$ cat config.mk
export PLATFORM = sky130hd
export DESIGN_NAME = btb_port_arbiter_flat
export DESIGN_NICKNAME = d
export VERILOG_FILES = /design/src/rtl/btb_port_arbiter_if.sv /design/src/rtl/btb_port_arbiter.sv /design/src/flat_wrapper.sv
export SDC_FILE = /design/constraint.sdc
export NUM_CORES = 1
export LEC_CHECK = 0
export ABC_AREA = 1
export CAP_MARGIN = 20
export CORE_MARGIN = 10
export CORE_UTILIZATION = 35
export DETAILED_ROUTE_END_ITERATION = 10
export GPL_ROUTABILITY_DRIVEN = 0
export GPL_TIMING_DRIVEN = 0
export PLACE_DENSITY_LB_ADDON = 0.05
export SETUP_SLACK_MARGIN = 0.4
export SYNTH_ARGS = -nofsm -noshare
export SYNTH_HDL_FRONTEND = slang
export SYNTH_SLANG_ARGS = --single-unit
export TNS_END_PERCENT = 10
$ cat constraint.sdc
create_clock -name clk -period 5 [get_ports clk]
set_input_delay 0.75 -clock clk [delete_from_list [all_inputs] [get_ports clk]]
set_output_delay 0.75 -clock clk [all_outputs]
set_load 0.02 [all_outputs]
$ cat src/rtl/btb_port_arbiter_if.sv
// Lookup, update, RAM and statistics signals of the BHT/BTB port arbiter.
interface btb_port_arbiter_if #(
    parameter int unsigned IDX_W = 6,
    parameter int unsigned TAG_W = 24
);
    logic             lk_valid;
    logic             lk_ready;
    logic [IDX_W-1:0] lk_index;
    logic [TAG_W-1:0] lk_tag;
    logic             lk_resp_valid;
    logic             lk_hit;
    logic             lk_taken;
    logic [31:0]      lk_target;

    logic             upd_valid;
    logic             upd_ready;
    logic [IDX_W-1:0] upd_index;
    logic [TAG_W-1:0] upd_tag;
    logic [31:0]      upd_target;
    logic             upd_taken;

    logic [IDX_W-1:0] ram_addr;
    logic             ram_wr_en;
    logic [63:0]      ram_wr_data;
    logic [63:0]      ram_rd_data;

    logic [15:0]      stat_hit;
    logic [15:0]      stat_miss;
    logic [15:0]      stat_stall;

    modport slave (
        input  lk_valid, lk_index, lk_tag,
        input  upd_valid, upd_index, upd_tag, upd_target, upd_taken,
        input  ram_rd_data,
        output lk_ready, lk_resp_valid, lk_hit, lk_taken, lk_target,
        output upd_ready,
        output ram_addr, ram_wr_en, ram_wr_data,
        output stat_hit, stat_miss, stat_stall
    );

    modport master (
        output lk_valid, lk_index, lk_tag,
        output upd_valid, upd_index, upd_tag, upd_target, upd_taken,
        output ram_rd_data,
        input  lk_ready, lk_resp_valid, lk_hit, lk_taken, lk_target,
        input  upd_ready,
        input  ram_addr, ram_wr_en, ram_wr_data,
        input  stat_hit, stat_miss, stat_stall
    );
endinterface

$ cat src/rtl/btb_port_arbiter.sv
// Single-port BHT/BTB RAM owner: fetch lookups (1 cycle) share the port with
// queued branch-outcome read-modify-writes (2 cycles), fetch-first with a
// starvation bound. Optional statistics counters: define BTB_ARB_STATS_EN.
module btb_port_arbiter #(
    parameter int unsigned IDX_W        = 6,
    parameter int unsigned TAG_W        = 24,
    parameter int unsigned QDEPTH       = 4,
    parameter int unsigned STARVE_LIMIT = 8
) (
    input  logic              clk,
    input  logic              reset,
    btb_port_arbiter_if.slave bus
);
    localparam int unsigned PTR_W = $clog2(QDEPTH);
    localparam int unsigned CNT_W = PTR_W + 1;
    localparam int unsigned SC_W  = $clog2(STARVE_LIMIT + 1);

    typedef enum logic {IDLE, UPD_WR} state_e;

    typedef struct packed {
        logic [IDX_W-1:0] index;
        logic [TAG_W-1:0] tag;
        logic [31:0]      target;
        logic             taken;
    } upd_t;

    state_e           state_q, state_d;
    logic [SC_W-1:0]  starve_q, starve_d;
    logic             resp_valid_q, resp_valid_d;
    logic [TAG_W-1:0] tag_q, tag_d;
    logic [PTR_W-1:0] wr_ptr_q, wr_ptr_d, rd_ptr_q, rd_ptr_d;
    logic [CNT_W-1:0] count_q, count_d;
    upd_t             fifo_q [QDEPTH];
    upd_t             fifo_d [QDEPTH];

    upd_t             head, push_entry;
    logic             qne, full, force_upd, lk_ready_c, lk_accept, push, pop;
    logic             entry_hit, lk_hit_c;
    logic [1:0]       cnt_cur, cnt_nxt;
    logic [IDX_W-1:0] ram_addr_c;
    logic             ram_wr_en_c;
    logic [63:0]      ram_wr_data_c;
    logic             unused_rd;

    assign qne        = (count_q != '0);
    assign full       = (count_q == CNT_W'(QDEPTH));
    assign force_upd  = qne && (starve_q == SC_W'(STARVE_LIMIT));
    assign lk_ready_c = !reset && (state_q == IDLE) && !force_upd;
    assign lk_accept  = bus.lk_valid && lk_ready_c;
    assign push       = bus.upd_valid && !full;
    assign head       = fifo_q[rd_ptr_q];
    assign push_entry = {bus.upd_index, bus.upd_tag, bus.upd_target, bus.upd_taken};
    assign cnt_cur    = bus.ram_rd_data[58:57];
    assign entry_hit  = bus.ram_rd_data[56] && (bus.ram_rd_data[32 +: TAG_W] == head.tag);
    assign lk_hit_c   = resp_valid_q && bus.ram_rd_data[56] &&
                        (bus.ram_rd_data[32 +: TAG_W] == tag_q);
    assign unused_rd  = &{1'b0, bus.ram_rd_data[63:59]};

    // Saturating 2-bit direction counter update
    always_comb begin
        cnt_nxt = cnt_cur;
        if (head.taken) begin
            if (cnt_cur != 2'b11) cnt_nxt = cnt_cur + 2'd1;
        end else begin
            if (cnt_cur != 2'b00) cnt_nxt = cnt_cur - 2'd1;
        end
    end

    // Port arbitration, RMW sequencing and starvation tracking
    always_comb begin
        state_d       = state_q;
        starve_d      = starve_q;
        resp_valid_d  = 1'b0;
        tag_d         = tag_q;
        pop           = 1'b0;
        ram_addr_c    = '0;
        ram_wr_en_c   = 1'b0;
        ram_wr_data_c = '0;
        case (state_q)
            IDLE: begin
                if (lk_accept) begin
                    ram_addr_c   = bus.lk_index;
                    resp_valid_d = 1'b1;
                    tag_d        = bus.lk_tag;
                    if (qne && (starve_q != SC_W'(STARVE_LIMIT)))
                        starve_d = starve_q + SC_W'(1);
                end else if (qne) begin
                    ram_addr_c = head.index;
                    state_d    = UPD_WR;
                    starve_d   = '0;
                end
            end
            UPD_WR: begin
                ram_addr_c                 = head.index;
                pop                        = 1'b1;
                state_d                    = IDLE;
                ram_wr_data_c[31:0]        = head.target;
                ram_wr_data_c[32 +: TAG_W] = head.tag;
                ram_wr_data_c[56]          = 1'b1;
                if (entry_hit) begin
                    ram_wr_en_c          = 1'b1;
                    ram_wr_data_c[58:57] = cnt_nxt;
                end else if (head.taken) begin
                    ram_wr_en_c          = 1'b1;
                    ram_wr_data_c[58:57] = 2'b10;
                end else begin
                    ram_wr_data_c = '0;
                end
            end
            default: state_d = IDLE;
        endcase
        if (!qne) starve_d = '0;
    end

    // Update FIFO pointers and storage
    always_comb begin
        fifo_d   = fifo_q;
        wr_ptr_d = wr_ptr_q;
        rd_ptr_d = rd_ptr_q;
        count_d  = count_q;
        if (push) begin
            fifo_d[wr_ptr_q] = push_entry;
            wr_ptr_d         = wr_ptr_q + PTR_W'(1);
        end
        if (pop) rd_ptr_d = rd_ptr_q + PTR_W'(1);
        if (push && !pop)      count_d = count_q + CNT_W'(1);
        else if (!push && pop) count_d = count_q - CNT_W'(1);
    end

    // Control state registers
    always_ff @(posedge clk or posedge reset) begin
        if (reset) begin
            state_q      <= IDLE;
            starve_q     <= '0;
            resp_valid_q <= 1'b0;
            tag_q        <= '0;
            wr_ptr_q     <= '0;
            rd_ptr_q     <= '0;
            count_q      <= '0;
        end else begin
            state_q      <= state_d;
            starve_q     <= starve_d;
            resp_valid_q <= resp_valid_d;
            tag_q        <= tag_d;
            wr_ptr_q     <= wr_ptr_d;
            rd_ptr_q     <= rd_ptr_d;
            count_q      <= count_d;
        end
    end

    // FIFO payload storage; contents are don't-care while the slot is empty
    always_ff @(posedge clk) begin
        fifo_q <= fifo_d;
    end

    assign bus.lk_ready      = lk_ready_c;
    assign bus.lk_resp_valid = resp_valid_q;
    assign bus.lk_hit        = lk_hit_c;
    assign bus.lk_taken      = lk_hit_c && bus.ram_rd_data[58];
    assign bus.lk_target     = lk_hit_c ? bus.ram_rd_data[31:0] : 32'h0;
    assign bus.upd_ready     = !full;
    assign bus.ram_addr      = ram_addr_c;
    assign bus.ram_wr_en     = ram_wr_en_c;
    assign bus.ram_wr_data   = ram_wr_data_c;

`ifdef BTB_ARB_STATS_EN
    logic [15:0] hit_cnt_q, hit_cnt_d, miss_cnt_q, miss_cnt_d, stall_cnt_q, stall_cnt_d;

    // Saturating lookup hit/miss and stall counters
    always_comb begin
        hit_cnt_d   = hit_cnt_q;
        miss_cnt_d  = miss_cnt_q;
        stall_cnt_d = stall_cnt_q;
        if (lk_hit_c && (hit_cnt_q != 16'hFFFF))
            hit_cnt_d = hit_cnt_q + 16'd1;
        if (resp_valid_q && !lk_hit_c && (miss_cnt_q != 16'hFFFF))
            miss_cnt_d = miss_cnt_q + 16'd1;
        if (bus.lk_valid && !lk_ready_c && (stall_cnt_q != 16'hFFFF))
            stall_cnt_d = stall_cnt_q + 16'd1;
    end

    // Statistics registers
    always_ff @(posedge clk or posedge reset) begin
        if (reset) begin
            hit_cnt_q   <= '0;
            miss_cnt_q  <= '0;
            stall_cnt_q <= '0;
        end else begin
            hit_cnt_q   <= hit_cnt_d;
            miss_cnt_q  <= miss_cnt_d;
            stall_cnt_q <= stall_cnt_d;
        end
    end

    assign bus.stat_hit   = hit_cnt_q;
    assign bus.stat_miss  = miss_cnt_q;
    assign bus.stat_stall = stall_cnt_q;
`else
    assign bus.stat_hit   = 16'h0;
    assign bus.stat_miss  = 16'h0;
    assign bus.stat_stall = 16'h0;
`endif
endmodule

$ cat src/flat_wrapper.sv
// flat-port wrapper written by rule: the top's interface ports become plain ports
module btb_port_arbiter_flat 
#(
    parameter int unsigned IDX_W        = 6,
    parameter int unsigned TAG_W        = 24,
    parameter int unsigned QDEPTH       = 4,
    parameter int unsigned STARVE_LIMIT = 8
)
  (clk, reset, bus_lk_valid, bus_lk_index, bus_lk_tag, bus_upd_valid, bus_upd_index, bus_upd_tag, bus_upd_target, bus_upd_taken, bus_ram_rd_data, bus_lk_ready, bus_lk_resp_valid, bus_lk_hit, bus_lk_taken, bus_lk_target, bus_upd_ready, bus_ram_addr, bus_ram_wr_en, bus_ram_wr_data, bus_stat_hit, bus_stat_miss, bus_stat_stall);
  btb_port_arbiter_if #(.IDX_W(IDX_W), .TAG_W(TAG_W)) bus_i ();
  input  logic clk;
  input  logic reset;
  input wire logic [$bits(bus_i.lk_valid)-1:0] bus_lk_valid;
  input wire logic [$bits(bus_i.lk_index)-1:0] bus_lk_index;
  input wire logic [$bits(bus_i.lk_tag)-1:0] bus_lk_tag;
  input wire logic [$bits(bus_i.upd_valid)-1:0] bus_upd_valid;
  input wire logic [$bits(bus_i.upd_index)-1:0] bus_upd_index;
  input wire logic [$bits(bus_i.upd_tag)-1:0] bus_upd_tag;
  input wire logic [$bits(bus_i.upd_target)-1:0] bus_upd_target;
  input wire logic [$bits(bus_i.upd_taken)-1:0] bus_upd_taken;
  input wire logic [$bits(bus_i.ram_rd_data)-1:0] bus_ram_rd_data;
  output wire logic [$bits(bus_i.lk_ready)-1:0] bus_lk_ready;
  output wire logic [$bits(bus_i.lk_resp_valid)-1:0] bus_lk_resp_valid;
  output wire logic [$bits(bus_i.lk_hit)-1:0] bus_lk_hit;
  output wire logic [$bits(bus_i.lk_taken)-1:0] bus_lk_taken;
  output wire logic [$bits(bus_i.lk_target)-1:0] bus_lk_target;
  output wire logic [$bits(bus_i.upd_ready)-1:0] bus_upd_ready;
  output wire logic [$bits(bus_i.ram_addr)-1:0] bus_ram_addr;
  output wire logic [$bits(bus_i.ram_wr_en)-1:0] bus_ram_wr_en;
  output wire logic [$bits(bus_i.ram_wr_data)-1:0] bus_ram_wr_data;
  output wire logic [$bits(bus_i.stat_hit)-1:0] bus_stat_hit;
  output wire logic [$bits(bus_i.stat_miss)-1:0] bus_stat_miss;
  output wire logic [$bits(bus_i.stat_stall)-1:0] bus_stat_stall;
  assign bus_i.lk_valid = bus_lk_valid;
  assign bus_i.lk_index = bus_lk_index;
  assign bus_i.lk_tag = bus_lk_tag;
  assign bus_i.upd_valid = bus_upd_valid;
  assign bus_i.upd_index = bus_upd_index;
  assign bus_i.upd_tag = bus_upd_tag;
  assign bus_i.upd_target = bus_upd_target;
  assign bus_i.upd_taken = bus_upd_taken;
  assign bus_i.ram_rd_data = bus_ram_rd_data;
  assign bus_lk_ready = bus_i.lk_ready;
  assign bus_lk_resp_valid = bus_i.lk_resp_valid;
  assign bus_lk_hit = bus_i.lk_hit;
  assign bus_lk_taken = bus_i.lk_taken;
  assign bus_lk_target = bus_i.lk_target;
  assign bus_upd_ready = bus_i.upd_ready;
  assign bus_ram_addr = bus_i.ram_addr;
  assign bus_ram_wr_en = bus_i.ram_wr_en;
  assign bus_ram_wr_data = bus_i.ram_wr_data;
  assign bus_stat_hit = bus_i.stat_hit;
  assign bus_stat_miss = bus_i.stat_miss;
  assign bus_stat_stall = bus_i.stat_stall;
  btb_port_arbiter #(.IDX_W(IDX_W), .TAG_W(TAG_W), .QDEPTH(QDEPTH), .STARVE_LIMIT(STARVE_LIMIT)) u_core (.clk(clk), .reset(reset), .bus(bus_i));
endmodule
# --- Word-level counts from Yosys, hierarchy flattened ---
# Cells that the tools add are included.
op_classes:
  reduce_logical: 23
  add_sub_neg: 7
  n_bitwise: 3
  order_cmp: 3
  mux: 33
  eq_ne: 8
ops:
  columns: ["operator", "n"]
  rows:
  - ["252-bit bitwise mux", 1]
  - ["63-bit 2-to-1 mux", 3]
  - ["63-bit binary-select mux with 2-bit select", 1]
  - ["63-bit demux with 2-bit select", 1]
  - ["57-bit 2-to-1 mux", 2]
  - ["59-bit 2-to-1 mux", 1]
  - ["24-bit == test", 2]
  - ["32-bit 2-to-1 mux", 1]
  - ["4-bit 2-to-1 mux", 4]
  - ["1-bit logical AND", 13]
  - ["6-bit 2-to-1 mux", 2]
  - ["6-bit one-hot mux with 2 select lines", 1]
  - ["2-bit 2-to-1 mux", 5]
  - ["1-bit 2-to-1 mux", 8]
  - ["2-bit by 1-bit adder with 2-bit output, second input constant", 3]
  - ["3-bit >= comparator, second input constant", 2]
  - ["3-bit 2-to-1 mux", 2]
  - ["2-bit NOT with 3-bit output", 2]
  - ["1-bit zero test", 5]
  - ["4-bit by 1-bit adder with 4-bit output, second input constant", 1]
  - ["4-bit == test, second input constant", 1]
  - ["2-bit != test, second input constant", 2]
  - ["4-bit != test, second input constant", 1]
  - ["2-bit AND reduction", 2]
  - ["other kinds (10)", 11]
word_totals:
  input_bits: 161
  ff_bits: 289
  wordCells: 100

# --- Depth between registers and ports, before layout ---
# Gate-level depths: netlist of the first run.
depth:
  word_depth: 8
  depth_mapped: 17
  mapped_depth_nobuf: 13

# --- Worst setup path before layout of the first run ---
# No wires, ideal clock.
synth_path:
  kind: "in2reg"
  from: "input port bus_upd_valid"
  to: "register u_core.fifo_q[0] (netlist name) (enable)"
  t_arrival_ps: 3534
  cell_stages: 2
  path_buffers: 0
  setup_ps: 485
  required_time_ps: 4515
  slack_ps: 982
  cell_sequence: "nand2_1 nor2_1"
synth_between:
  elab_chain_len: 1
synth_rtl:
  columns: ["element", "line_no", "rtl"]
  rows:
  - ["start: declaration", "flat_wrapper.sv:16", "input wire logic [$bits(bus_i.upd_valid)-1:0] bus_upd_valid;"]
  - ["1-bit logical AND", "btb_port_arbiter.sv:50", "assign push = bus.upd_valid && !full;"]
  - ["end signal: assignment", "btb_port_arbiter.sv:153", "fifo_q <= fifo_d;"]
  - ["end: declaration", "btb_port_arbiter.sv:33", "upd_t fifo_q [QDEPTH];"]
# Every way passes these cells.
# A chain may end at the register's enable or synchronous reset.

# --- Worst setup path after layout of the first run ---
layout_path:
  from: "register u_core.rd_ptr_q[1]"
  to: "output port bus_ram_wr_data[50]"
layout_between:
  elab_chain_len: 8
  elab_cells_between_ends: 9
layout_rtl:
  columns: ["element", "line_no", "rtl"]
  rows:
  - ["start: declaration", "btb_port_arbiter.sv:31", "logic [PTR_W-1:0] wr_ptr_q, wr_ptr_d, rd_ptr_q, rd_ptr_d;"]
  - ["start signal: assignment", "btb_port_arbiter.sv:146", "rd_ptr_q <= rd_ptr_d;"]
  - ["2-bit NOT with 3-bit output (implied by the code) (*)", "btb_port_arbiter.sv:51", "assign head = fifo_q[rd_ptr_q];"]
  - ["63-bit binary-select mux with 2-bit select (*)", "btb_port_arbiter.sv:51", null]
  - ["63-bit 2-to-1 mux (implied by the code) (*) (2 in series)", "btb_port_arbiter.sv:51", null]
  - ["24-bit == test", "btb_port_arbiter.sv:54", "assign entry_hit = bus.ram_rd_data[56] && (bus.ram_rd_data[32 +: TAG_W] == head.tag);"]
  - ["1-bit logical AND", "btb_port_arbiter.sv:54", null]
  - ["57-bit 2-to-1 mux (*)", "btb_port_arbiter.sv:100", "if (entry_hit) begin"]
  - ["59-bit 2-to-1 mux (*)", "btb_port_arbiter.sv:79", "case (state_q)"]
  - ["end: declaration", "flat_wrapper.sv:30", "output wire logic [$bits(bus_i.ram_wr_data)-1:0] bus_ram_wr_data;"]
# Every way passes the cells marked *; elsewhere a longest branch is shown, timed or not. The select of a mux whose other input is x is not followed.

==> results of run 1 <==
## registers in the layout, indices dropped and copies added (netlist names)
name	flops
u_core.count_q	3
u_core.rd_ptr_q	2
u_core.tag_q	24
u_core.starve_q	4
u_core.wr_ptr_q	2
u_core.state_q	1
u_core.fifo_q	252
u_core.bus.lk_resp_valid	1
## placed cells by master (no fill, tap or decap), drive strengths merged
cell type	count
fa	1
clkdlybuf4s50	252
nand2	369
dlymetal6s2s	6
xor2	9
nor2	114
diode	4
nand3b	5
clkbuf	87
o2111ai	1
a32o	38
xnor2	6
a211oi	1
buf	88
o221ai	1
clkinv	4
dfrtp	37
o22ai	7
o21ai	21
nand3	77
a21oi	45
o32ai	1
a221oi	3
conb	53
nand4	1
mux2	1
edfxtp	252
ha	7
nor3	7
o21bai	1
inv	85
## report_power, final
| group | internal (mW) | switching [mW] |
|---|---|---|
| Combinational | 1.61 | 2.75 |
| Clock | 1.32 | 0.949 |
| Sequential | 3.22 | 0.174 |
## path summary, 6_finish.rpt
path,to,cells after the start
min in group asynchronous,u_core.wr_ptr_q[0],2
max in group asynchronous,u_core.starve_q[2],2
setup / recovery,bus_ram_wr_data[50],16
setup reg to reg,u_core.tag_q[10],10
hold / removal,u_core.tag_q[12],2
hold reg to reg,u_core.tag_q[12],2
## Yosys cell counts
cell and count:
o22ai_1 7, dfrtp_1 37, o32ai_1 1, buf_6 2, ha_1 7, buf_2 13
nor2_1 104, nand3b_1 5, nand4_1 1, o21bai_2 1, nand2_1 369, a211oi_1 1
nand3_1 77, fa_1 1, inv_1 81, xor2_1 9, xnor2_1 6, a32o_1 38
a21oi_1 45, edfxtp_1 252, conb_1 1, buf_4 60, o2111ai_1 1, nor3_1 7
inv_2 1, buf_1 7, o21ai_0 21, clkinv_1 2, mux2_2 1, o221ai_1 1
clkbuf_1 28, a221oi_1 3, nor2_2 10
## cell families (layout without fill, tap and decap cells)
group,after synthesis,in the layout
and+or+nand+nor,573,573
DFF,289,289
buffers and inverters,194,522
AOI/OAI and AO/OA,119,119
xor gates and xnor gates,15,15
adders and majority gates,8,8
other,1,57
muxes,1,1
## area by class of cell
cell class | count | area (sq um) | area share [%]
multi-input cells | 769 | 3610 | 20.6
repair buffers | 268 | 2830 | 16.1
inverters | 84 | 320 | 1.82
clock buffers | 55 | 961 | 5.47
plain buffers | 110 | 693 | 3.95
well taps | 468 | 586 | 3.34
diodes | 4 | 10.0 | 0.0570
flip-flops and latches | 289 | 8490 | 48.4
clock inverters | 5 | 46.3 | 0.264
## worst max-delay path, cell delays in order, from the launching register on
cell and delay (ps):
dfrtp_1 360, buf_4 170, clkinv_1 90, buf_2 250, nand3_1 140, nand2_1 130
nand2_1 60, nand2_1 80, nand3_1 80, nor2_1 110, nand3_1 220, o21bai_2 200
nand2_1 140, buf_4 240, buf_6 170, nor2_1 120, clkdlybuf4s50_1 630
## metrics by stage
step                utilization [%]  setup WS, ps  area (sq um)  setup TNS (ps)  std cells
floorplan                         -           982         13100               0       1252
global placement               44.5         -2230         16200         -532740       1978
detailed placement             45.2         -75.3         16500            -370       1988
CTS                            48.0           274         17500               0       2048
global route                   48.1           263         17500               0       2048
finish                         48.2           513         17600               0       2052
## layer usage
layer  GRT usage, %  part of all wire, %  vias to the layer above
met5              0                0.054                        -
met4           3.67                  1.4                        4
met3           4.11                  6.9                       51
met2           29.7                   49                      278
met1           22.9                   42                     4503
li1               -                    -                     4684
==> qor.txt, run 1 <==
Vias in the first global route: 9320
Unique masters post-synth: 33
Share of layout cells above drive strength 1: 9.43%
Power Total: 10.0 mW
Mux cell area share after synthesis: 0.0876%
Crit Path Class: reg -> out
CTS root buf: clkbuf_16
I/O Pins: 317
Startpoint type of the worst setup path: register
Worst hold slack: 502 ps
Setup crit start: u_core.rd_ptr_q[1]
Share of the synthesized area in the top cell type: 58.8%
Worst skew pair latency: 530 ps
Final wirelength: 41.0 mm
Worst r2r src: u_core.count_q[0]
Post-cts gate resize count: 6
Wire length per cell: 20.0 um
Starting Density: 35.3%
CP Capture Type: output port
First-pass DRT Iterations: 5
Core Rows: 70
Final setup fails: 0
Final Hold Vio Count: 0
Number of remaining DRC errors: 0
DR iter-0 viols: 586
Largest net degree at the start of global routing: 39
Synth Area in Compound Gates: 6.42%
Achievable frequency: 223 MHz
Largest family of logic cells by synthesized area: simple AND/OR/NAND/NOR gates
Crit path DAT: 3740 ps
Critical path fanouts, max: 10
Pleak: 7.07 nW
DR vias: 9520
Post-synthesis cell count: 1200
CTS Sinks: 289
Fill count: 3401
Peak VDD IR: 0.285 mV
Worst R2R Setup Slack: 2410 ps
Detail Placement HPWL: 30.2 mm
Nets: 1725
Seq cells post-synth: 289
Crit share post-route: 89.7%
Synth Area in XOR/XNOR: 1.02%
HP Class: reg -> reg
Initial antenna violation count: 4
PortBufs: 258
Synth warn: 0
First-pass GRT wire length: 59.9 mm
Die height: 212 um
Clock slew at the register clock pins of the worst setup and hold paths: 60 ps
Hold Crit Start: u_core.tag_q[12]
RSZ-0062 raised after global routing: true
Layout Area Growth over Synthesis: 36.5%
CTS buffer count: 34
Syn Area/Cell: 10.7 sq um
Slew margin rel.: 41.4%
Sequential area share after synthesis: 66.0%
Antenna Violating Nets Remaining: 0
CP Data Required Time: 4250 ps
Total gr overflow: 0
Setup bufs post-CTS: 0
Chip width: 212 um
TritonCTS clock tree: done
Status: complete, no violations
Post-synthesis simple-gate area fraction: 17.9%
GRT Util Overall: 17.7%
Core Box Area: 36400 sq um
Post-Synth Adder-Cell Area: 0.837%
Clk buf depth: 3
Die Area: 44800 sq um
Clock skew: 19.1 ps
Yosys top cell by area: edfxtp_1
Top cells by area, synth: edfxtp_1, nand2_1, dfrtp_1
Power Density: 571 nW/um^2
Maxcap violations: 0
CTS Hold Buffers Added: 0
Post-Syn Area: 12900 sq um
Tightest Pin Transition: 876 ps
# H-tree levels: 2
Final min period: 4490 ps
Via-to-Cell Ratio: 4.64
Pins Over Slew Limit: 0
Power figures use the tool's default switching activity.
==> run 2, diff against run 1 <==
- GPL_TIMING_DRIVEN: 0 -> default
- clock period: 5 -> 4.52 ns (I/O delays scaled with it)
==> run 2 against run 1 <==
Register-to-register slack got worse by 360 ps. Largest power group unchanged. Clock skew fell by 4.2 ps. Critical endpoint is now bus_ram_wr_data[0]. Hold slack got worse by 1.1 ps. Wire length fell by 7.9%.
==> qor.txt, run 2 (synthesis results as in run 1) <==
Crit path top cell by count: nand2_1 (unchanged)
CP Data Required Time: 3840 ps (was 4250 ps)
Power Density: 636 nW/um^2 (was 571 nW/um^2)
Crit share post-route: 94.0%
Number of flip-flops in the largest register: 252 (unchanged)
Chip width: 212 um (unchanged)
Wire length per cell: 19.3 um (was 20.0 um)
Hold Crit Start: u_core.tag_q[10] (was u_core.tag_q[12])
Critical path depth: 16 (unchanged)
Core Rows: 70 (unchanged)
Commonest non-fill, non-tap cell in the layout: nand2_1 (unchanged)
Total gr overflow: 0 (unchanged)
Setup TNS: 0 ps (unchanged)
TritonCTS clock tree: done (unchanged)
CP peak stage delay: 640 ps (was 630 ps)
Crit path DAT: 3570 ps (was 3740 ps)
Number of remaining DRC errors: 0 (unchanged)
Antenna Violating Nets Remaining: 0 (unchanged)
# H-tree levels: 2 (unchanged)
Pleak: 6.78 nW (was 7.07 nW)
Share of layout cells above drive strength 1: 6.07% (was 9.43%)
Startpoint type of the worst setup path: register (unchanged)
Gate power share: 41.0% (was 43.5%)
Fill count: 3465 (was 3401)
Final wirelength: 37.7 mm (was 41.0 mm)
Worst r2r src: u_core.count_q[0] (unchanged)
GRT Util Overall: 16.4% (was 17.7%)
First-pass GRT wire length: 56.1 mm (was 59.9 mm)
Starting Density: 35.3% (unchanged)
Critical path fanouts, max: 22 (was 10)
HP Class: reg -> reg (unchanged)
Worst hold path depth: 2 (unchanged)
Setup crit start: u_core.rd_ptr_q[0] (was u_core.rd_ptr_q[1])
Achievable frequency: 235 MHz
Bufs and invs on worst path: 4 (was 6)
Largest net degree at the start of global routing: 69 (was 39)
Tightest Pin Transition: 780 ps (was 876 ps)
Slew margin rel.: 47.8% (was 41.4%)
Final Util: 46.4% (was 48.2%)
Slowest stage cell, crit path: clkdlybuf4s50_1 (unchanged)
P_sw: 4.02 mW (was 3.87 mW)
Via-to-Cell Ratio: 4.68 (was 4.64)
Nets: 1629 (was 1725)
Worst skew pair latency: 500 ps (was 530 ps)
Final setup fails: 0 (unchanged)
I/O Pins: 317 (unchanged)
Largest regs: u_core.fifo_q x252, u_core.tag_q x24, u_core.starve_q x4 (unchanged)
Register Area: 8500 sq um (was 8490 sq um)
Pins Over Slew Limit: 0 (unchanged)
CP Capture Type: output port (unchanged)
Post-Place Setup Slack: 389 ps (was -75.3 ps)
DP Area: 15800 sq um (was 16500 sq um)
CTS root buf: clkbuf_16 (unchanged)
Clk buf depth: 3 (unchanged)
First-pass DRT Iterations: 4 (was 5)
CTS buffer count: 34 (unchanged)
Maxcap violations: 0 (unchanged)
Die Area: 44800 sq um (unchanged)
Vias in the first global route: 8977 (was 9320)
Most frequent cells in the layout: nand2_1, edfxtp_1, clkdlybuf4s50_1 (was nand2_1, clkdlybuf4s50_1, edfxtp_1)
Largest Register: u_core.fifo_q (unchanged)
Switching Fraction: 37.4% (was 38.7%)
Internal power: 6.74 mW (was 6.15 mW)
Crit-path leading delay family: buffers and inverters (unchanged)
RSZ-0062 raised after global routing: true (unchanged)
Peak VDD IR: 0.329 mV (was 0.285 mV)
Status: complete, no violations (unchanged)
Flop pwr share: 35.1% (was 33.8%)
CTS Sinks: 289 (unchanged)
Initial antenna violation count: 2 (was 4)
Final min period: 4250 ps
DR iter-0 viols: 453 (was 586)
Final Hold Vio Count: 0 (unchanged)
Power Total: 10.8 mW (was 10.0 mW)
PortBufs: 258 (unchanged)
Crit Path Class: reg -> out (unchanged)
Layout Area Growth over Synthesis: 31.5% (was 36.5%)
Core Box Area: 36400 sq um (unchanged)
Clock skew: 14.9 ps (was 19.1 ps)
Fin worst setup slack: 270 ps (was 513 ps)
Worst reg2reg path depth: 8 (was 10)
Detail Placement HPWL: 25.3 mm (was 30.2 mm)
Final Cell Area: 16900 sq um (was 17600 sq um)
Clock network power share: 23.9% (was 22.7%)
Worst-path cell chain: inv_8 > buf_4 > nand2_1 > nand3_1 > nand2_1 > nand2_1 > nand2_1 > nor2_1 > nand2_1 > nor2_1 > nand2_1 > o21bai_2 > nand2_2 > buf_4 > nor2_1 > clkdlybuf4s50_1 (was buf_4 > clkinv_1 > buf_2 > nand3_1 > nand2_1 > nand2_1 > nand2_1 > nand3_1 > nor2_1 > nand3_1 > o21bai_2 > nand2_1 > buf_4 > buf_6 > nor2_1 > clkdlybuf4s50_1)
DR vias: 9129 (was 9520)
Multi-input logic area: 3610 sq um (about the same)
Die height: 212 um (unchanged)
Clock slew at the register clock pins of the worst setup and hold paths: 60 ps (about the same)
run 2: worst register-to-register path: cells and delay by family, from the launching register on:
| family | cells | cell delay [ps] |
|---|---|---|
| buffers and inverters | 2 | 280 |
| flip-flops | 1 | 430 |
| multiplexers | 1 | 270 |
| AND/OR/NAND/NOR | 3 | 740 |
| adder cells (fa/ha/maj) | 2 | 630 |
run 2: power by group through the flow:
stage	logic, mW	clock network, mW	registers (mW)
6_report	4.41	2.57	3.78
5_1_grt	4.92	2.76	3.83
4_1_cts	4.54	2.65	3.77
3_5_place_dp	4.49	0	3.82
3_3_place_gp	4.48	0	3.81
2_1_floorplan	2.77	0	3.80
run 2: repair_timing:
action,in CTS,in global routing
gates resized for setup,9,18
cloned,1,0
setup buffers,0,0
hold buffers,0,0
endpoints found under the setup margin,60,63
run 2: final cells by class:
cell class                      count  area share, %
Sequential cell                   289           50.3
Multi-Input combinational cell    769           21.3
Timing Repair Buffer              282           16.8
Clock buffer                       45           5.34
Tap cell                          468           3.46
Inverter                           84           1.94
Clock inverter                     14          0.873
Antenna cell                        1         0.0148
run 2: final timing paths:
path	slack [ps]	end
min in group asynchronous	780	u_core.tag_q[5]
worst min register to register	500	u_core.tag_q[10]
worst max register to register	2050	u_core.count_q[1]
worst min-delay path	500	u_core.tag_q[10]
max in group asynchronous	3330	u_core.rd_ptr_q[0]
worst max-delay path	270	bus_ram_wr_data[0]
run 2: metal layers:
layer  GRT usage [%]  vias to the layer above  share of wire, %  routed length, um
met4            3.22                        2               1.5                551
met5               0                        -             0.032                 12
met1            21.9                     4382                45              16900
met3            4.10                       42               6.2               2330
li1                -                     4487                 -                  -
met2            26.5                      216                47              17900
run 2: per-stage QoR:
| stage | hold slack [ps] | cells |
|---|---|---|
| after floorplan | 466 | 1252 |
| after global placement | 481 | 1891 |
| after detailed placement | 489 | 1891 |
| after CTS | 503 | 1951 |
| after global routing | 517 | 1951 |
| final | 501 | 1952 |
==> run 3, diff against run 2 <==
- CORE_ASPECT_RATIO: default -> 1.2
- SKIP_LAST_GASP: default -> 1
==> run 3 against run 2 <==
Hold slack worse by 2.4 ps. Utilization is 0.43 points higher. Total power hardly changed. Critical path depth stayed put. Clock power hardly changed. Worst setup slack better by 47 ps. Die area hardly changed. Register-to-register slack better by 70 ps. Largest cell class unchanged.
==> qor.txt, run 3 (synthesis results as in run 1) <==
GRT Util Overall: 15.8% (was 16.4%)
Starting Density: 35.6% (was 35.3%)
Core Rows: 76 (was 70)
Core Box Area: 36100 sq um (was 36400 sq um)
Final wirelength: 36.9 mm (was 37.7 mm)
Crit path DAT: 3530 ps (was 3570 ps)
Hold Crit Start: u_core.tag_q[0] (was u_core.tag_q[10])
Inst Count DP: 1890 (was 1891)
First-pass GRT wire length: 55.8 mm (was 56.1 mm)
CTS buffer count: 34 (unchanged)
Status: complete, no violations (unchanged)
Crit path top cell by count: nand2_1 (unchanged)
Critical path fanouts, max: 58 (was 22)
Clock skew: 12.9 ps (was 14.9 ps)
CP peak stage delay: 620 ps (was 640 ps)
Die Area: 44800 sq um (about the same)
Bufs and invs on worst path: 4 (unchanged)
Crit Path Class: reg -> out (unchanged)
Register Area: 8500 sq um (unchanged)
Non-Filler Instances: 1951 (was 1952)
Wire length per cell: 18.9 um (was 19.3 um)
Startpoint type of the worst setup path: register (unchanged)
First-pass DRT Iterations: 4 (unchanged)
Achievable frequency: 238 MHz (was 235 MHz)
Slew margin rel.: 50.6% (was 47.8%)
CP Data Required Time: 3840 ps (about the same)
Initial antenna violation count: 3 (was 2)
Hold Path Sink: u_core.tag_q[0] (was u_core.tag_q[10])
Final Cell Area: 16900 sq um (about the same)
Crit share post-route: 93.0% (was 94.0%)
RSZ-0062 raised after global routing: true (unchanged)
Reg-to-Reg End: u_core.count_q[1] (unchanged)
Fin worst setup slack: 317 ps (was 270 ps)
Via-to-Cell Ratio: 4.67 (was 4.68)
Largest net degree at the start of global routing: 66 (was 69)
Antenna Violating Nets Remaining: 0 (unchanged)
CTS Sinks: 289 (unchanged)
Nets: 1627 (was 1629)
TritonCTS clock tree: done (unchanged)
Tightest Pin Transition: 741 ps (was 780 ps)
Final Hold Vio Count: 0 (unchanged)
HP Class: reg -> reg (unchanged)
Pleak: 6.72 nW (was 6.78 nW)
Worst R2R Setup Slack: 2120 ps (was 2050 ps)
Share of layout cells above drive strength 1: 6.14% (was 6.07%)
Critical path depth: 16 (unchanged)
Number of remaining DRC errors: 0 (unchanged)
Largest Register: u_core.fifo_q (unchanged)
Setup bufs post-CTS: 0 (unchanged)
Worst-path cell chain: inv_4 > buf_12 > nand2_1 > nand3_1 > nand2_1 > nand2_1 > nand2_1 > nor2_1 > nand2_1 > nor2_1 > nand2_1 > o21bai_2 > nand2_2 > buf_12 > nor2_1 > clkdlybuf4s50_1 (was inv_8 > buf_4 > nand2_1 > nand3_1 > nand2_1 > nand2_1 > nand2_1 > nor2_1 > nand2_1 > nor2_1 > nand2_1 > o21bai_2 > nand2_2 > buf_4 > nor2_1 > clkdlybuf4s50_1)
Worst hold slack: 499 ps (was 501 ps)
Crit-path leading delay family: buffers and inverters (unchanged)
Detail Placement HPWL: 25.2 mm (was 25.3 mm)
Chip width: 195 um (was 212 um)
Peak VDD IR: 0.316 mV (was 0.329 mV)
Total gr overflow: 0 (unchanged)
Multi-input logic area: 3610 sq um (unchanged)
Fill count: 3401 (was 3465)
Largest regs: u_core.fifo_q x252, u_core.tag_q x24, u_core.starve_q x4 (unchanged)
Clk buf depth: 3 (unchanged)
CTS root buf: clkbuf_16 (unchanged)
PortBufs: 258 (unchanged)
Most frequent cells in the layout: nand2_1, edfxtp_1, clkdlybuf4s50_1 (unchanged)
Maxcap violations: 0 (unchanged)
I/O Pins: 317 (unchanged)
Commonest non-fill, non-tap cell in the layout: nand2_1 (unchanged)
Worst reg2reg path depth: 8 (unchanged)
Post-Place Setup Slack: 589 ps (was 389 ps)
DP Area: 15800 sq um (about the same)
# H-tree levels: 2 (unchanged)
Number of flip-flops in the largest register: 252 (unchanged)
CTS Hold Buffers Added: 0 (unchanged)
Power Density: 635 nW/um^2 (was 636 nW/um^2)
Setup TNS: 0 ps (unchanged)
Final Util: 46.8% (was 46.4%)
Layout Area Growth over Synthesis: 31.6% (was 31.5%)
Die height: 230 um (was 212 um)
Vias in the first global route: 9000 (was 8977)
DR iter-0 viols: 540 (was 453)
Pins Over Slew Limit: 0 (unchanged)
Final setup fails: 0 (unchanged)
Clock slew at the register clock pins of the worst setup and hold paths: 60 ps (about the same)
CP Capture Type: output port (unchanged)
Worst hold path depth: 2 (unchanged)
Worst skew pair latency: 500 ps (about the same)
Power Total: 10.8 mW (about the same)
Worst r2r src: u_core.count_q[0] (unchanged)
DR vias: 9106 (was 9129)
Final min period: 4200 ps (was 4250 ps)
Slowest stage cell, crit path: clkdlybuf4s50_1 (unchanged)
[run 3: changes by cell type in the layout (fill, tap and decap cells not counted), moves of 4 or more]
cell             before  now
clkinvlp_4            0    4
clkdlybuf4s50_1     240  247
buf_4                20   14
clkbuf_1             10    5
[run 3: metal layers]
metal | wire, um | track usage (%) | vias to the layer above
met5 | 36 | 0 | -
met4 | 522 | 3.20 | 6
met3 | 2160 | 3.87 | 41
met2 | 17800 | 26.5 | 223
met1 | 16400 | 20.4 | 4348
li1 | - | - | 4488
[run 3: tightest hold or removal path, cell delays in order, from the launching register on]
cell and delay [ps]:
dfrtp_1 350, nand2_1 60, nand2_1 60
[run 3: repair_timing]
action                                 in CTS  in global routing
endpoints found under the hold margin       0                  0
resized for setup                           9                  7
cloned                                      0                  0
setup endpoints to repair                  59                 65
[run 3: cell type report]
| class | instances | share of cell area, % |
|---|---|---|
| sequential | 289 | 50.2 |
| multi-input combinational | 769 | 21.3 |
| timing repair buffer | 280 | 16.7 |
| clock buffer | 43 | 5.66 |
| tap | 468 | 3.46 |
| inverter | 84 | 1.91 |
| clock inverter | 17 | 0.665 |
| antenna | 1 | 0.0148 |
[run 3: how the worst max path moves through the flow]
stage / from / end
finish: u_core.rd_ptr_q[0] / bus_ram_wr_data[7]
global route: u_core.rd_ptr_q[0] / bus_ram_wr_data[8]
CTS: u_core.rd_ptr_q[0] / bus_ram_wr_data[19]
detailed placement: bus_ram_rd_data[40] / bus_ram_wr_data[51]
global placement: bus_ram_rd_data[49] / bus_ram_wr_data[51]
floorplan: u_core.count_q[0] / u_core.fifo_q[0]
[run 3: power by group]
| part | internal, mW | switching (mW) | leakage (nW) |
|---|---|---|---|
| clock | 1.56 | 1.04 | 0.517 |
| sequential | 3.56 | 0.230 | 2.77 |
| combinational | 1.60 | 2.76 | 3.43 |
| total | 6.71 | 4.04 | 6.72 |
==> RTL change (flow settings as in run 3) <==
`TAG_W` is set to 24 in 3 places; all go to 20.
--- a/src/rtl/btb_port_arbiter_if.sv
+++ b/src/rtl/btb_port_arbiter_if.sv
@@ -1,7 +1,7 @@
 // Lookup, update, RAM and statistics signals of the BHT/BTB port arbiter.
 interface btb_port_arbiter_if #(
     parameter int unsigned IDX_W = 6,
-    parameter int unsigned TAG_W = 24
+    parameter int unsigned TAG_W = 20
 );
     logic             lk_valid;
     logic             lk_ready;
--- a/src/rtl/btb_port_arbiter.sv
+++ b/src/rtl/btb_port_arbiter.sv
@@ -3,7 +3,7 @@
 // starvation bound. Optional statistics counters: define BTB_ARB_STATS_EN.
 module btb_port_arbiter #(
     parameter int unsigned IDX_W        = 6,
-    parameter int unsigned TAG_W        = 24,
+    parameter int unsigned TAG_W        = 20,
     parameter int unsigned QDEPTH       = 4,
     parameter int unsigned STARVE_LIMIT = 8
 ) (
--- a/src/flat_wrapper.sv
+++ b/src/flat_wrapper.sv
@@ -2,7 +2,7 @@
 module btb_port_arbiter_flat 
 #(
     parameter int unsigned IDX_W        = 6,
-    parameter int unsigned TAG_W        = 24,
+    parameter int unsigned TAG_W        = 20,
     parameter int unsigned QDEPTH       = 4,
     parameter int unsigned STARVE_LIMIT = 8
 )
Interface: changed (resized bus_lk_tag and bus_upd_tag); port bits go from 317 to 309. The function was not compared with the original's and may differ.
==> RTL change against run 3 <==
First-iteration DRC count shrank 24%. Maximum frequency shrank 2.0%. Highest routed layer unchanged. Wire length shrank 8.4%. Total power shrank 8.0%. Largest power group unchanged. Sequential cell count shrank 20. Largest cell class unchanged. Worst setup slack lost 0.085 ns. Cell area shrank 7.0%. Register-to-register slack gained 0.22 ns. Area after synthesis shrank 7.1%.
==> RTL change: results <==
[sta]
slew_headroom_pct = 57.5
fin_hold_ws_ns = 0.498
fin_worst_skew_ns = 0.0108

[worst_setup_path]
worstPathArrival_ns = 3.61
reg2reg_depth = 11
rrSetupSlack_ns = 2.34
crit_path_start = u_core.rd_ptr_q[0]
worstReg2RegEnd = u_core.count_q[2]
worst-path-max-fanout = 31

[synthesis]
synth_top_cells_by_area = edfxtp_1 (59%), nand2_1 (10%), dfrtp_1 (6.9%)
synth_common_cells = nand2_1 (334), edfxtp_1 (236), nor2_1 (112)
synthArstFlopShare_pct = 12.3
yosysUniqueCellTypes = 31
synth_enable_flop_cells = 236
ys_seq_area_share_pct = 66.2

[hold_path]
min_to = u_core.tag_q[8]
min_from = u_core.tag_q[8]

[routing]
met3_wirelength_um = 2200
drt_pass1_iterations = 4
drt-met1-wl_um = 14800
wl_per_cell_um = 18.5
num_vias = 8331
route.met2.wl_um = 16200
initialDrtViolationCount = 409

[clock_tree]
h-tree-depth = 1
clk-insertion-delay-late_ns = 0.55
cts_buffers = 30
clk_path_buf_depth = 3
path_clk_slew_ns = 0.06

[run_status]
status = complete, no violations

[layout]
layout-drive-gt1-share_pct = 5.17
num-fill-cells = 3255
reg_top3 = u_core.fifo_q: 236 flops, u_core.tag_q: 20 flops, u_core.starve_q: 4 flops
antenna_cells = 0
nets = 1512

[placement]
io_buffers = 242
placed_area_um2 = 14700
dpl.hpwl_um = 22200

[global_routing]
grt_use_total_pct = 15.6
grt_pass1_vias = 8495
grt_pass1_wl_um = 51300
antenna_found_initial = 2
grt_max_degree = 61

[power]
p_leak_nw = 6.31
internal_power_mw = 6.21
vdd_drop_max_mv = 0.364
RTL change: critical path, stage by stage, from the launching register on:
cell and delay, ns:
dfrtp_4 0.55, inv_12 0.18, buf_4 0.20, nand2_1 0.06, nand3_1 0.10, nand2_1 0.12
nand2_1 0.07, nand2_1 0.05, nor2_1 0.10, nand2_1 0.07, nor2_1 0.10, nand3_1 0.21
nand2_1 0.14, nand2_2 0.07, buf_4 0.24, nor2_1 0.14, clkdlybuf4s50_1 0.63
RTL change: how the worst max path moves through the flow:
stage          slack [ns]  cells past startpoint             endpoint
6_report             0.23                     16  bus_ram_wr_data[47]
5_1_grt              0.03                     16  bus_ram_wr_data[47]
4_1_cts              0.20                     16  bus_ram_wr_data[37]
3_5_place_dp         0.56                     12   bus_ram_wr_data[5]
3_3_place_gp         0.54                     13   bus_ram_wr_data[5]
2_1_floorplan        0.72                      4     u_core.fifo_q[0]
RTL change: stage by stage:
stage / total power, mW / std cells / setup slack [ns]
after floorplan: 6.06 / 1166 / 0.722
after global placement: 7.63 / 1774 / 0.536
after detailed placement: 7.64 / 1774 / 0.565
after CTS: 10.1 / 1829 / 0.205
after global routing: 10.6 / 1829 / 0.0268
final: 9.89 / 1829 / 0.232
RTL change: repair_timing:
item                       in CTS  in global routing
cloned                          1                  0
pin swaps                       0                  0
resized for setup              23                  6
setup endpoints to repair      55                 56
RTL change: area by class of cell:
cell class                 count  area (um^2)  share of cell area (%)
sequential                   269         7920                    50.3
multi-input combinational    713         3330                    21.2
timing repair buffer         262         2650                    16.9
clock buffer                  46          882                    5.60
tap                          456          571                    3.62
inverter                      75          299                    1.90
clock inverter                 8         87.6                   0.556
RTL change: cells by family after synthesis:
logic type	synth area share (%)
adders and majority gates	0.900
xor gates and xnor gates	1.10
buffers and inverters	7.93
AOI/OAI and AO/OA	6.43
DFF	66.2
and+or+nand+nor	17.4
other	0.0314
RTL change: layer usage:
metal	vias up	GRT usage (%)
li1	4131	-
met3	45	4.12
met2	234	26.2
met4	4	3.67
met1	3917	19.6
met5	-	0
RTL change: power by group through the flow:
stage | clock network, mW | logic, mW | registers (mW)
6_report | 2.37 | 4.00 | 3.51
5_1_grt | 2.56 | 4.46 | 3.56
4_1_cts | 2.45 | 4.11 | 3.51
3_5_place_dp | 0 | 4.09 | 3.54
3_3_place_gp | 0 | 4.09 | 3.54
2_1_floorplan | 0 | 2.53 | 3.53
